### config.mk
export PLATFORM = sky130hd
export DESIGN_NAME = sirv_expl_icb2axi
export DESIGN_NICKNAME = d
export VERILOG_FILES = /design/src/rtl/sirv_expl_icb2axi.sv
export SDC_FILE = /design/constraint.sdc
export NUM_CORES = 1
export LEC_CHECK = 0
export ABC_AREA = 1
export BUFFER_PORTS_ARGS = -buffer_cell sky130_fd_sc_hd__buf_2
export CAP_MARGIN = 20
export CORE_ASPECT_RATIO = 0.8
export CORE_MARGIN = 5
export CORE_UTILIZATION = 39
export CTS_CLUSTER_DIAMETER = 120
export DETAILED_ROUTE_END_ITERATION = 12
export PLACE_DENSITY = 0.81
export SLEW_MARGIN = 5
export SYNTH_ARGS = -nofsm -noshare
export SYNTH_HDL_FRONTEND = slang
export SYNTH_SLANG_ARGS = --single-unit
### constraint.sdc
create_clock -name clk -period 1.3 [get_ports clk]
set_input_delay 0.26 -clock clk [delete_from_list [all_inputs] [get_ports clk]]
set_output_delay 0.26 -clock clk [all_outputs]
set_load 0.01 [all_outputs]
### src/rtl/sirv_expl_icb2axi.sv
// sirv_expl_icb2axi: single-outstanding ICB to AXI bridge, one single-beat AXI transfer per ICB command.
// Define SIRV_EXPL_ICB2AXI_RSP_BYPASS_EN to drive the ICB response straight from the R/B channel.
module sirv_expl_icb2axi #(
    parameter int AW = 32,
    parameter int DW = 32
) (
    input  logic            clk,
    input  logic            rst_n,
    input  logic            icb_cmd_valid,
    output logic            icb_cmd_ready,
    input  logic [AW-1:0]   icb_cmd_addr,
    input  logic            icb_cmd_read,
    input  logic [DW-1:0]   icb_cmd_wdata,
    input  logic [DW/8-1:0] icb_cmd_wmask,
    output logic            icb_rsp_valid,
    input  logic            icb_rsp_ready,
    output logic [DW-1:0]   icb_rsp_rdata,
    output logic            icb_rsp_err,
    output logic            axi_arvalid,
    input  logic            axi_arready,
    output logic [AW-1:0]   axi_araddr,
    output logic [3:0]      axi_arcache,
    output logic [2:0]      axi_arprot,
    output logic [1:0]      axi_arlock,
    output logic [1:0]      axi_arburst,
    output logic [3:0]      axi_arlen,
    output logic [2:0]      axi_arsize,
    output logic            axi_awvalid,
    input  logic            axi_awready,
    output logic [AW-1:0]   axi_awaddr,
    output logic [3:0]      axi_awcache,
    output logic [2:0]      axi_awprot,
    output logic [1:0]      axi_awlock,
    output logic [1:0]      axi_awburst,
    output logic [3:0]      axi_awlen,
    output logic [2:0]      axi_awsize,
    output logic            axi_wvalid,
    input  logic            axi_wready,
    output logic [DW-1:0]   axi_wdata,
    output logic [DW/8-1:0] axi_wstrb,
    output logic            axi_wlast,
    input  logic            axi_rvalid,
    output logic            axi_rready,
    input  logic [DW-1:0]   axi_rdata,
    input  logic [1:0]      axi_rresp,
    input  logic            axi_rlast,
    input  logic            axi_bvalid,
    output logic            axi_bready,
    input  logic [1:0]      axi_bresp
);
    localparam logic [2:0] AXI_SIZE = (DW == 64) ? 3'd3 : 3'd2;

    typedef enum logic [1:0] {IDLE, RD, WR, RSP} state_t;

    state_t          state_q, state_d;
    logic [AW-1:0]   addr_q;
    logic [DW-1:0]   wdata_q;
    logic [DW/8-1:0] wmask_q;
    logic            ar_done, aw_done, w_done;
    logic            cmd_hs, ar_hs, aw_hs, w_hs, r_hs, b_hs;
    logic            aw_ok, w_ok, wr_fin;
    logic            unused_ok;

    assign unused_ok = &{1'b0, axi_rlast, axi_rresp[0], axi_bresp[0]};

    assign icb_cmd_ready = state_q == IDLE;
    assign cmd_hs        = icb_cmd_valid & icb_cmd_ready;

    assign axi_arvalid = (state_q == RD) & ~ar_done;
    assign axi_awvalid = (state_q == WR) & ~aw_done;
    assign axi_wvalid  = (state_q == WR) & ~w_done;

    assign ar_hs = axi_arvalid & axi_arready;
    assign aw_hs = axi_awvalid & axi_awready;
    assign w_hs  = axi_wvalid & axi_wready;
    assign r_hs  = axi_rvalid & axi_rready;
    assign b_hs  = axi_bvalid & axi_bready;
    assign aw_ok = aw_done | aw_hs;
    assign w_ok  = w_done | w_hs;

    assign axi_araddr  = addr_q;
    assign axi_arcache = 4'd0;
    assign axi_arprot  = 3'd0;
    assign axi_arlock  = 2'd0;
    assign axi_arburst = 2'b01;
    assign axi_arlen   = 4'd0;
    assign axi_arsize  = AXI_SIZE;
    assign axi_awaddr  = addr_q;
    assign axi_awcache = 4'd0;
    assign axi_awprot  = 3'd0;
    assign axi_awlock  = 2'd0;
    assign axi_awburst = 2'b01;
    assign axi_awlen   = 4'd0;
    assign axi_awsize  = AXI_SIZE;
    assign axi_wdata   = wdata_q;
    assign axi_wstrb   = wmask_q;
    assign axi_wlast   = 1'b1;

`ifdef SIRV_EXPL_ICB2AXI_RSP_BYPASS_EN
    localparam state_t FIN = IDLE;

    // B is only accepted once the ICB side can take the response in the same cycle
    assign axi_rready    = (state_q == RD) & icb_rsp_ready;
    assign axi_bready    = (state_q == WR) & aw_ok & w_ok & icb_rsp_ready;
    assign icb_rsp_valid = (state_q == RD) ? axi_rvalid : (state_q == WR) & aw_ok & w_ok & axi_bvalid;
    assign icb_rsp_rdata = (state_q == RD) ? axi_rdata : '0;
    assign icb_rsp_err   = (state_q == RD) ? axi_rresp[1] : (state_q == WR) & axi_bresp[1];
    assign wr_fin        = b_hs;
`else
    localparam state_t FIN = RSP;

    logic          b_done, b_err_q, rsp_err_q;
    logic [DW-1:0] rsp_rdata_q;

    assign axi_rready    = state_q == RD;
    assign axi_bready    = state_q == WR;
    assign icb_rsp_valid = state_q == RSP;
    assign icb_rsp_rdata = rsp_rdata_q;
    assign icb_rsp_err   = rsp_err_q;
    assign wr_fin        = (state_q == WR) & aw_ok & w_ok & (b_done | b_hs);

    // an early B (before AW/W finish) is remembered together with its error bit
    always_ff @(posedge clk or negedge rst_n) begin
        if (!rst_n) begin
            b_done      <= 1'b0;
            b_err_q     <= 1'b0;
            rsp_rdata_q <= '0;
            rsp_err_q   <= 1'b0;
        end else begin
            b_done  <= (state_d == IDLE) ? 1'b0 : b_done | b_hs;
            b_err_q <= (state_d == IDLE) ? 1'b0 : b_hs ? axi_bresp[1] : b_err_q;
            if (state_q == RD && r_hs) begin
                rsp_rdata_q <= axi_rdata;
                rsp_err_q   <= axi_rresp[1];
            end else if (wr_fin) begin
                rsp_rdata_q <= '0;
                rsp_err_q   <= b_hs ? axi_bresp[1] : b_err_q;
            end
        end
    end
`endif

    always_comb begin
        state_d = state_q;
        case (state_q)
            IDLE:    if (cmd_hs) state_d = icb_cmd_read ? RD : WR;
            RD:      if (r_hs) state_d = FIN;
            WR:      if (wr_fin) state_d = FIN;
            default: if (icb_rsp_ready) state_d = IDLE;
        endcase
    end

    always_ff @(posedge clk or negedge rst_n) begin
        if (!rst_n) begin
            state_q <= IDLE;
            ar_done <= 1'b0;
            aw_done <= 1'b0;
            w_done  <= 1'b0;
            addr_q  <= '0;
            wdata_q <= '0;
            wmask_q <= '0;
        end else begin
            state_q <= state_d;
            ar_done <= (state_d == IDLE) ? 1'b0 : ar_done | ar_hs;
            aw_done <= (state_d == IDLE) ? 1'b0 : aw_done | aw_hs;
            w_done  <= (state_d == IDLE) ? 1'b0 : w_done | w_hs;
            if (cmd_hs) begin
                addr_q  <= icb_cmd_addr;
                wdata_q <= icb_cmd_wdata;
                wmask_q <= icb_cmd_wmask;
            end
        end
    end
endmodule

Word-level counts from Yosys, hierarchy flattened

Index checks and enable logic that the tools add are counted.

Bits in registers: 108
Input bits: 115
Output and inout bits: 177

Equality and inequality tests: 3
Multiplexer cells: 16
Bitwise logic cells: 19
Reduce and logical (&&, ||, !) cells: 4

Operators with widths:

| cell                 | number |
|---|---|
| $mux W32             | 2 |
| $and A1 B1 Y1        | 12 |
| $mux W2              | 5 |
| $mux W1              | 8 |
| $pmux W2 S3          | 1 |
| $eq A2 B2 Y1 const B | 2 |
| $logic_not A2 Y1     | 2 |
| $or A1 B1 Y1         | 4 |
| $not A1 Y1           | 3 |
| $eq A2 B1 Y1 const B | 1 |
| $reduce_bool A2 Y1   | 1 |
| $logic_and A1 B1 Y1  | 1 |

Depth between registers and ports, before layout

Gate-level depths: netlist of the first run.

Word-level depth: 11
Gate-level depth with buffers: 9
Mapped depth without buffers: 8

Worst setup path before layout of the first run

No wires, ideal clock.

Path type: flip-flop to flip-flop
From: register state_q[1]
To: register addr_q[10], in the netlist axi_araddr[10]
Setup time: 0.117 ns
Data arrival time: 1.272 ns
Path slack: -0.089 ns
Cell stages (with the launch flop): 8
Clock period less this slack: 1.389 ns
Path through: dfrtp_1 -> buf_2 -> nor3b_4 -> inv_2 -> buf_2 -> buf_2 -> nand2_1 -> nand2_1

Longest elaborated chain between the ends: 2

RTL lines:

| what                   | RTL line | text |
|---|---|---|
| start, declared        | 55       | `state_t state_q, state_d;` |
| start signal, assigned | 163      | `state_q <= state_d;` |
| $logic_not A2 Y1       | 66       | `assign icb_cmd_ready = state_q == IDLE;` |
| $and A1 B1 Y1          | 67       | `assign cmd_hs = icb_cmd_valid & icb_cmd_ready;` |
| end signal, assigned   | 168      | `addr_q <= icb_cmd_addr;` |
| end, declared          | 56       | `logic [AW-1:0] addr_q;` |

No other way between the ends.
A chain may end at the register's enable or synchronous reset.

Worst setup path after layout of the first run

From: register state_q[0]
To: output port axi_wvalid

Longest elaborated chain between the ends: 2

RTL lines:

| what          | RTL line | text |
|---|---|---|
| $eq A2 B2 Y1  | 71       | `assign axi_wvalid = (state_q == WR) & ~w_done;` |
| $and A1 B1 Y1 | 71       |  |
| end, declared | 37       | `output logic axi_wvalid,` |

No other way between the ends.

==> results.tsv, run 1 <==
stage	metric	value	unit
pwr	power_density	2390	nW/um^2
finish	drive_gt1_share	49.0	%
die	core_area	12100	sq um
detailed_routing	ant_nets	0	
worst_hold_path	hp-class	input pin to register	
global_route	grt_pass1_wl	23.1	mm
sta	final.period_utilization	118	%
detailed_routing	wl	15.4	mm
detailed_routing	dr.pass1.iters	4	
place	postPlaceCellArea	5990	sq um
detailed_routing	drtIter0Drc	203	
run	drv_cap	0	
die	start_util	39.5	%
pwr	intPower	0.0107	W
synthesis	syn_area	4790	sq um
pwr	total_power	0.0176	W
critical_path	cp.required	1040	ps
run_status	violations	setup timing	
sta	maxSlewViolCount	0	
synthesis	synth_top_area_share	56.5	%
sta	final.min_clock_period	1530	ps
pwr	p_seq_share	33.4	%
sta	finClkSkew	7.87	ps
critical_path	end_kind	primary output	
synthesis	ys_seq_area_share	56.5	%
finish	fin_util	60.6	%
critical_path	path_class	register to primary output	
clocking	clk_pin_slew	80	ps
place	hpwl	9.67	mm
sta	setup-violations-final	115	
critical_path	crit_arrival	1270	ps
clocking	cts.path.max_buffers	2	
run_status	status	finished with violations	
finish	design_area	7350	sq um
place	portBuffers	251	
die	pin_count	292	
sta	fmax	0.653	GHz
clocking	cts_buffers	9	
synthesis	syn_inst	564	
die	die_area	14600	sq um
synthesis	avgSynthCellArea	8.49	sq um
global_route	grt_usage	20.1	%
global_route	grt_max_degree	37	
detailed_routing	via_per_inst	4.60	
pwr	power.share.switching	39.3	%
sta	timing.final.hold_violations	0	
global_route	grt.overflow.total	0	
clocking	cts.sinks	108	
die	fp-row-count	36	
pwr	vdd_ir_drop_max	0.00127	V
detailed_routing	drc	0	
finish	fin_nets	943	
critical_path	start_kind	register	
critical_path	path_max_fanout	4	
clocking	h-tree-depth	3	
global_route	antenna_found_initial	1	
sta	rsz0062_at_grt	yes	
die	die_h	109	um
synthesis	synth_area_leader_cell	dfrtp_1	
sta	fin_ws	-230	ps
place	globalplace.congestion	0.774	
die	dieWidth	134	um
pwr	clkPwrFrac	17.1	%
synthesis	synthTopCellsByArea	dfrtp_1, nand2_1, buf_4	
pwr	power_frac_comb	49.5	%
pwr	leakage	4.33	nW
synthesis	ys_warn_count	0	
synthesis	ys_ff_latch	108	
detailed_routing	wl_per_cell	15.6	um
synthesis	synth.distinct_cells	18	
finish	area_growth	53.5	%
clocking	clock_latency	340	ps
detailed_routing	vias	4535	
finish	nFillCells	982	
clocking	cts_tree	done	
global_route	grt_pass1_vias	4508	
clocking	clockRootBuffer	clkbuf_16	
pwr	p_sw	0.00690	W
[flip-flops by register name, indices dropped and copies added, names as in the netlist]
name,count
axi_araddr,32
axi_wdata,32
icb_rsp_rdata,32
axi_wstrb,4
state_q,2
ar_done,1
aw_done,1
b_done,1
b_err_q,1
icb_rsp_err,1
w_done,1
[area by class of cell]
class / instances / area [sq um] / share of cell area, %
clock inverters: 7 / 105 / 1.43
clock buffers: 9 / 225 / 3.07
repair buffers: 312 / 2300 / 31.3
well taps: 152 / 190 / 2.59
flip-flops and latches: 108 / 2710 / 36.8
multi-input cells: 378 / 1730 / 23.6
inverters: 19 / 87.6 / 1.19
diodes: 1 / 2.50 / 0.0341
[power groups by stage]
stage	logic (W)	registers (W)	clock network (W)
2_1_floorplan	0.00350	0.00643	0
3_3_place_gp	0.00638	0.00577	0
6_report	0.00870	0.00587	0.00301
3_5_place_dp	0.00653	0.00583	0
4_1_cts	0.00842	0.00583	0.00307
5_1_grt	0.00945	0.00607	0.00319
[final timing paths]
check	depth (start not counted)	slack [ps]	to	start
max reg2reg	8	-230	axi_araddr[5]	state_q[0]
max in group asynchronous	3	430	axi_araddr[7]	rst_n
min	3	110	axi_araddr[30]	icb_cmd_addr[30]
max	5	-230	axi_wvalid	state_q[0]
min reg2reg	2	470	axi_wstrb[0]	axi_wstrb[0]
min in group asynchronous	2	370	axi_wdata[13]	rst_n
[layer usage]
layer,vias to the layer above,global-route usage [%],part of all wire [%]
li1,2150,-,-
met1,2153,23.8,38
met2,213,36.5,52
met3,19,5.26,8.6
met4,0,5.65,1.5
met5,-,0,0
[worst max-delay path, stage by stage (launching register included)]
cell and delay [ps]:
dfrtp_2 430, inv_2 70, nand2_2 80, buf_6 140, nor2_2 70, buf_2 140
[metrics by stage]
step	hold WS (ps)	setup TNS [ps]	std cells	setup WS (ps)
2_1_floorplan	-35.6	-300	599	-15.0
3_3_place_gp	191	-6510	930	-83.9
3_5_place_dp	193	-9780	930	-143
4_1_cts	99.3	-16360	980	-219
5_1_grt	106	-23990	986	-307
6_report	112	-18610	986	-230
[timing repair]
item | CTS | global route
hold buffers | 1 | 0
endpoints found under the hold margin | 17 | 0
setup endpoints to repair | 114 | 115
gates resized for setup | 105 | 13
cloned | 14 | 2
pin swaps | 24 | 4
buffers inserted | 21 | 3
[synth_stat cells (all sizes together)]
| cell type | n |
|---|---|
| inv | 19 |
| clkbuf | 10 |
| or2 | 1 |
| nor3b | 1 |
| nand2 | 284 |
| a31o | 1 |
| conb | 2 |
| o21ai | 1 |
| nand3 | 41 |
| nand3b | 1 |
| buf | 84 |
| dfrtp | 108 |
| a21oi | 1 |
| nor2 | 10 |
[logic make-up after synthesis]
| kind of cell | after synthesis | share of synthesized area (%) |
|---|---|---|
| buffers and inverters | 113 | 14.7 |
| AND/OR/NAND/NOR | 338 | 28.2 |
| flip-flops | 108 | 56.5 |
| other | 2 | 0.157 |
| AO/OA/AOI/OAI | 3 | 0.392 |
[layout by cell type, fill, tap and decap left out]
master,Yosys,final
a21oi_2,0,1
a31o_2,1,1
buf_12,0,17
buf_16,0,14
buf_2,12,249
buf_4,71,18
buf_6,0,9
buf_8,0,2
bufinv_16,0,2
clkbuf_16,0,11
clkinv_2,0,1
clkinv_4,0,1
conb_1,2,37
dfrtp_1,108,106
dfrtp_2,0,2
diode_2,0,1
dlygate4sd3_1,0,1
inv_1,17,15
inv_16,0,1
inv_2,2,3
inv_6,0,1
inv_8,0,2
nand2_1,284,228
nand2_2,0,56
nand3_1,39,31
nand3_2,2,7
nand3_4,0,3
nand3b_1,1,1
nor2_1,10,5
nor2_2,0,4
nor2_4,0,1
nor3b_4,1,1
o21ai_0,1,1
or2_2,1,1
No activity file was read; power rests on OpenSTA's default activity.
==> run 2: changes to the inputs <==
--- a/config.mk
+++ b/config.mk
@@ -6,7 +6,7 @@
 export NUM_CORES = 1
 export LEC_CHECK = 0
 export ABC_AREA = 1
-export BUFFER_PORTS_ARGS = -buffer_cell sky130_fd_sc_hd__buf_2
+export BUFFER_PORTS_ARGS = -buffer_cell sky130_fd_sc_hd__buf_4
 export CAP_MARGIN = 20
 export CORE_ASPECT_RATIO = 0.8
 export CORE_MARGIN = 5
==> run 2 against run 1 <==
  * The run still ends with setup timing left
  * Global-route usage grew 0.26 points
  * Sequential cell count is the same
  * Clock skew grew 0.92 ps
  * First-iteration DRC count shrank 8.4%
  * Power grew 8.7%
  * Utilization grew 6.7 points
  * Fmax shrank 1.4%
  * Critical path type is now register to register
  * Largest power group unchanged
==> results.tsv, run 2 (same netlist as run 1, synthesis figures left out) <==
stage	metric	value	unit	change
critical_path	path_max_fanout	7		+3
die	fp-row-count	36		unchanged
critical_path	crit_path_max_incr_delay	460	ps	+30 ps
critical_path	cp.required	1570	ps	+530 ps
critical_path	cp_num_buf_inv	5		+2
sta	final.period_utilization	119	%	+1.6 points
global_route	grt_most_used_layer	met2		
critical_path	path_cells	buf_6 -> nor3b_4 -> buf_6 -> buf_12 -> buf_12 -> buf_16 -> nand2_2 -> nand2_1		
finish	drive_gt1_share	56.4	%	+7.4 points
finish	final_cell_mix	buf_4, nand2_1, dfrtp_1		
detailed_routing	ant_nets	0		unchanged
die	start_util	39.5	%	unchanged
die	core_area	12100	sq um	unchanged
finish	fin_nets	940		-0.32%
critical_path	start_kind	register		
detailed_routing	drtIter0Drc	186		-8.4%
global_route	grt_usage	20.4	%	+0.26 points
sta	finClkSkew	8.79	ps	+0.919 ps
place	hpwl	9.97	mm	+3.1%
clocking	h-tree-depth	3		unchanged
detailed_routing	via_per_inst	4.58		-0.52%
detailed_routing	dr.pass1.iters	4		unchanged
clocking	cts_tree	done		
finish	area_growth	70.4	%	
global_route	grt.overflow.total	0		unchanged
detailed_routing	wl	16.5	mm	+7.1%
die	dieWidth	134	um	unchanged
sta	fmax	0.645	GHz	-1.4%
global_route	grt_use_met3	7.01	%	+1.8 points
place	portBuffers	251		unchanged
sta	maxSlewViolCount	0		unchanged
run	drv_cap	0		unchanged
critical_path	end_kind	register		
finish	layout_commonest_cell	buf_4		
pwr	vdd_ir_drop_max	0.00119	V	-6.1%
finish	design_area	8150	sq um	+11%
clocking	cts.sinks	108		unchanged
global_route	use_met1	23.4	%	-0.41 points
pwr	power_density	2340	nW/um^2	-2.0%
detailed_routing	wl_per_cell	16.8	um	+7.5%
place	globalplace.congestion	0.777		+0.39%
detailed_routing	vias	4493		-0.93%
die	die_h	109	um	unchanged
global_route	grt_pass1_vias	4392		-2.6%
sta	setup-violations-final	115		unchanged
clocking	cts_buffers	9		unchanged
die	pin_count	292		unchanged
clocking	clock_latency	340	ps	about the same
pwr	leakage	4.61	nW	+6.5%
place	place_ws	-120	ps	+23.0 ps
pwr	total_power	0.0191	W	+8.7%
die	die_area	14600	sq um	unchanged
global_route	grt_use_met2	37.1	%	+0.58 points
sta	final.min_clock_period	1550	ps	+21.1 ps
run_status	status	finished with violations		
critical_path	critPathTopFamily	buffers and inverters		
sta	hold_slack	108	ps	-4.44 ps
clocking	clockRootBuffer	clkbuf_16		
critical_path	path_class	register to register		
sta	setup_tns	-17840	ps	+769 ps
global_route	grt_pass1_wl	23.2	mm	+0.36%
global_route	antenna_found_initial	0		-1
clocking	cts.path.max_buffers	2		unchanged
place	postPlaceCellArea	6650	sq um	+11%
worst_hold_path	hp-class	input pin to register		
critical_path	cp_slowest_cell	dfrtp_2		
run_status	violations	setup timing		
finish	antenna_cells	0		-1
sta	fin_ws	-251	ps	-21.1 ps
critical_path	reg2reg_slack	-250	ps	-20 ps
detailed_routing	drc	0		unchanged
sta	timing.final.hold_violations	0		unchanged
clocking	clk_pin_slew	70	ps	about the same
global_route	grt_max_degree	50		+35%
sta	rsz0062_at_grt	yes		
critical_path	crit_arrival	1830	ps	+560 ps
## run 2: cell count changes in the layout (fill, tap and decap cells not counted), moves of 5 or more
cell,before,now
buf_6,9,22
nand3_1,31,26
inv_2,3,8
buf_4,18,255
buf_16,14,8
nand2_4,0,27
nand2_2,56,80
inv_1,15,10
nand2_1,228,177
buf_2,249,0
## run 2: through the flow
step,util (%),std cells
2_1_floorplan,-,599
6_report,67.3,982
5_1_grt,67.3,982
3_3_place_gp,54.9,928
4_1_cts,63.3,974
3_5_place_dp,54.9,928
## run 2: final timing paths
| check | from | to | cells after the start |
|---|---|---|---|
| worst max-delay path | state_q[1] | axi_araddr[9] | 8 |
| worst min-delay path | icb_cmd_wdata[14] | axi_wdata[14] | 3 |
| worst max register to register | state_q[1] | axi_araddr[9] | 8 |
| worst min register to register | axi_wdata[4] | axi_wdata[4] | 2 |
| max in group asynchronous | rst_n | axi_araddr[29] | 3 |
| min in group asynchronous | rst_n | ar_done | 2 |
## run 2: what timing repair did
item,CTS,global route
pin swaps,29,55
endpoints found under the hold margin,11,0
cloned,12,6
buffers inserted,20,6
hold buffers,1,0
resized for setup,88,128
setup endpoints to repair,113,115
## run 2: worst reg2reg max path: cells and delay by family (launching register included)
kind	cells	cell delay [ps]
buf+inv	5	740
flops	1	460
simple gates	3	280
## run 2: per-layer routing
| layer | share of wire, % | vias to the layer above |
|---|---|---|
| met3 | 8.0 | 19 |
| met1 | 38 | 2160 |
| met2 | 53 | 184 |
| met5 | 0 | - |
| met4 | 1.2 | 0 |
| li1 | - | 2130 |
## run 2: final cells by class
type | count | area, sq um
fillers | 924 | 3960
repair buffers | 308 | 2840
flip-flops and latches | 108 | 2710
multi-input cells | 378 | 2060
clock buffers | 10 | 229
well taps | 152 | 190
inverters | 19 | 83.8
clock inverters | 6 | 43.8
repair inverters | 1 | 8.76
## run 2: power breakdown
group / internal, W / total, W / leakage, nW / switching (W)
sequential: 0.00489 / 0.00599 / 1.36 / 0.00110
clock: 0.00132 / 0.00256 / 0.134 / 0.00124
combinational: 0.00544 / 0.0106 / 3.12 / 0.00513
==> run 3: changes to the inputs <==
--- a/config.mk
+++ b/config.mk
@@ -10,11 +10,12 @@
 export CAP_MARGIN = 20
 export CORE_ASPECT_RATIO = 0.8
 export CORE_MARGIN = 5
-export CORE_UTILIZATION = 39
+export CORE_UTILIZATION = 40
 export CTS_CLUSTER_DIAMETER = 120
 export DETAILED_ROUTE_END_ITERATION = 12
-export PLACE_DENSITY = 0.81
-export SLEW_MARGIN = 5
+export PLACE_DENSITY = 0.79
+export SLEW_MARGIN = 15
 export SYNTH_ARGS = -nofsm -noshare
 export SYNTH_HDL_FRONTEND = slang
 export SYNTH_SLANG_ARGS = --single-unit
+export TNS_END_PERCENT = 1
==> constraint.sdc (replaced) <==
create_clock -name clk -period 1.8 [get_ports clk]
set_input_delay 0.36 -clock clk [delete_from_list [all_inputs] [get_ports clk]]
set_output_delay 0.36 -clock clk [all_outputs]
set_load 0.01 [all_outputs]
==> run 3 against run 2 <==
  * The run now ends clean
  * Global-route usage is 2.3 points lower
  * Critical path depth decreased by 4
  * Worst hold slack improved by 110 ps
  * Combinational power down 50%
  * Wire length shrank 20%
  * Utilization shrank 8.8 points
  * Count of clock-buffer cells in the layout down 1
  * Die area down 2.3%
  * Register-to-register slack better by 510 ps
  * Clock power shrank 23%
  * Cell area shrank 17%
  * Clock skew fell by 2.3 ps
  * Largest cell class is now registers
==> results.tsv, run 3 (same netlist as run 1, synthesis figures left out) <==
stage	metric	value	unit	change
run_status	status	finished, final reports clean		
die	die_h	108	um	-1.1%
die	start_util	41.2	%	+1.7 points
clocking	clock_latency	340	ps	about the same
sta	fmax	0.605	GHz	
clocking	cts.path.max_buffers	2		unchanged
detailed_routing	dr.pass1.iters	4		unchanged
global_route	grt_pass1_wl	20.9	mm	-9.6%
global_route	grt_pass1_vias	3999		-8.9%
finish	fin_nets	892		-5.1%
worst_hold_path	hp-class	input pin to register		
finish	final_cells	930		-5.3%
critical_path	crit_arrival	1290	ps	-540 ps
clocking	cts_tree	done		
pwr	power_density	1700	nW/um^2	-28%
detailed_routing	wl	13.2	mm	-20%
finish	area_growth	42.0	%	
critical_path	path_max_fanout	7		unchanged
place	portBuffers	251		unchanged
clocking	cts_buffers	9		unchanged
place	hpwl	10.2	mm	+2.3%
finish	final_cell_mix	nand2_1, buf_4, dfrtp_1		
detailed_routing	ant_nets	0		unchanged
run	drv_cap	0		unchanged
place	globalplace.congestion	0.806		+3.8%
sta	rsz0062_at_grt	no		
sta	finClkSkew	6.50	ps	-2.30 ps
detailed_routing	drc	0		unchanged
place	dp.cells	913		-1.6%
critical_path	cp.required	1440	ps	-130 ps
detailed_routing	wl_per_cell	14.2	um	-15%
clocking	clockRootBuffer	clkbuf_16		
detailed_routing	drtIter0Drc	180		-3.2%
sta	setup_tns	0	ps	+17840 ps
finish	nFillCells	1073		+16%
global_route	grt.overflow.total	0		unchanged
sta	final.min_clock_period	1650	ps	
critical_path	end_kind	primary output		
clocking	postCtsSetupRepairBufs	0		-100%
finish	antenna_cells	0		unchanged
sta	final.period_utilization	91.8	%	
global_route	grt_usage	18.1	%	-2.3 points
finish	drive_gt1_share	36.3	%	-20 points
detailed_routing	via_per_inst	4.43		-3.3%
sta	setup-violations-final	0		-100%
pwr	total_power	0.0115	W	-40%
global_route	grt_max_degree	69		+38%
detailed_routing	vias	4116		-8.4%
critical_path	reg2reg_slack	260	ps	+510 ps
die	core_area	11600	sq um	-4.2%
finish	layout_commonest_cell	nand2_1		
sta	timing.final.hold_violations	0		unchanged
clocking	h-tree-depth	3		unchanged
global_route	antenna_found_initial	0		unchanged
die	fp-row-count	35		-2.8%
clocking	cts.sinks	108		unchanged
die	dieWidth	132	um	-1.2%
critical_path	path_class	register to primary output		
clocking	clk_pin_slew	70	ps	about the same
critical_path	start_kind	register		
die	pin_count	292		unchanged
pwr	vdd_ir_drop_max	0.000801	V	-33%
die	die_area	14300	sq um	-2.3%
pwr	leakage	3.97	nW	-14%
sta	maxSlewViolCount	0		unchanged
==> run 3: cell count changes in the layout (fill, tap and decap cells not counted), sizes merged <==
cell,delta
buf,-43
clkbuf,-5
inv,-3
clkinvlp,+2
bufinv,+1
==> run 3: cell type report <==
type	count	area (sq um)	area share (%)
sequential	108	2700	39.8
timing repair buffer	261	2020	29.8
multi-input combinational	378	1510	22.2
clock buffer	9	225	3.31
tap	148	185	2.73
clock inverter	7	75.1	1.10
inverter	19	71.3	1.05
==> run 3: routing by layer <==
metal	global-route usage, %	part of all wire (%)	vias up
met3	7.85	10	12
met1	22.0	39	1906
met2	30.1	50	163
met5	0	0	-
met4	3.92	0.83	0
li1	-	-	2035
==> run 3: worst paths after layout <==
kind / end / depth (start not counted) / from
worst min register to register: axi_wdata[9] / 2 / axi_wdata[9]
max in group asynchronous: axi_araddr[19] / 3 / rst_n
worst max register to register: icb_rsp_rdata[2] / 6 / state_q[1]
worst max-delay path: axi_rready / 4 / state_q[1]
worst min-delay path: icb_rsp_rdata[22] / 3 / axi_rdata[22]
min in group asynchronous: axi_wdata[10] / 2 / rst_n
==> run 3: metrics by stage <==
stage	setup WS (ps)	hold slack (ps)	util, %	instance area (sq um)
global placement	268	317	55.9	6480
detailed placement	235	323	55.9	6480
finish	148	217	58.5	6790
CTS	76.2	199	58.5	6790
floorplan	411	64.4	-	4920
global route	46.6	198	58.5	6790
==> run 3: worst max-delay path, cell delays in order (launching register included) <==
cell and delay [ps]:
dfrtp_1 510, inv_1 130, nand2_1 130, inv_1 60, buf_4 140
==> run 3: repair_timing <==
item | CTS | global route
setup endpoints to repair | 0 | 1
hold buffers | 1 | 0
endpoints found under the hold margin | 27 | 0
gates resized for setup | 0 | 1
==> run 3: where the power goes <==
group	leakage, nW	internal, W	switching, W
combinational	2.47	0.00258	0.00274
clock	0.138	0.00108	0.000886
sequential	1.36	0.00352	0.000727
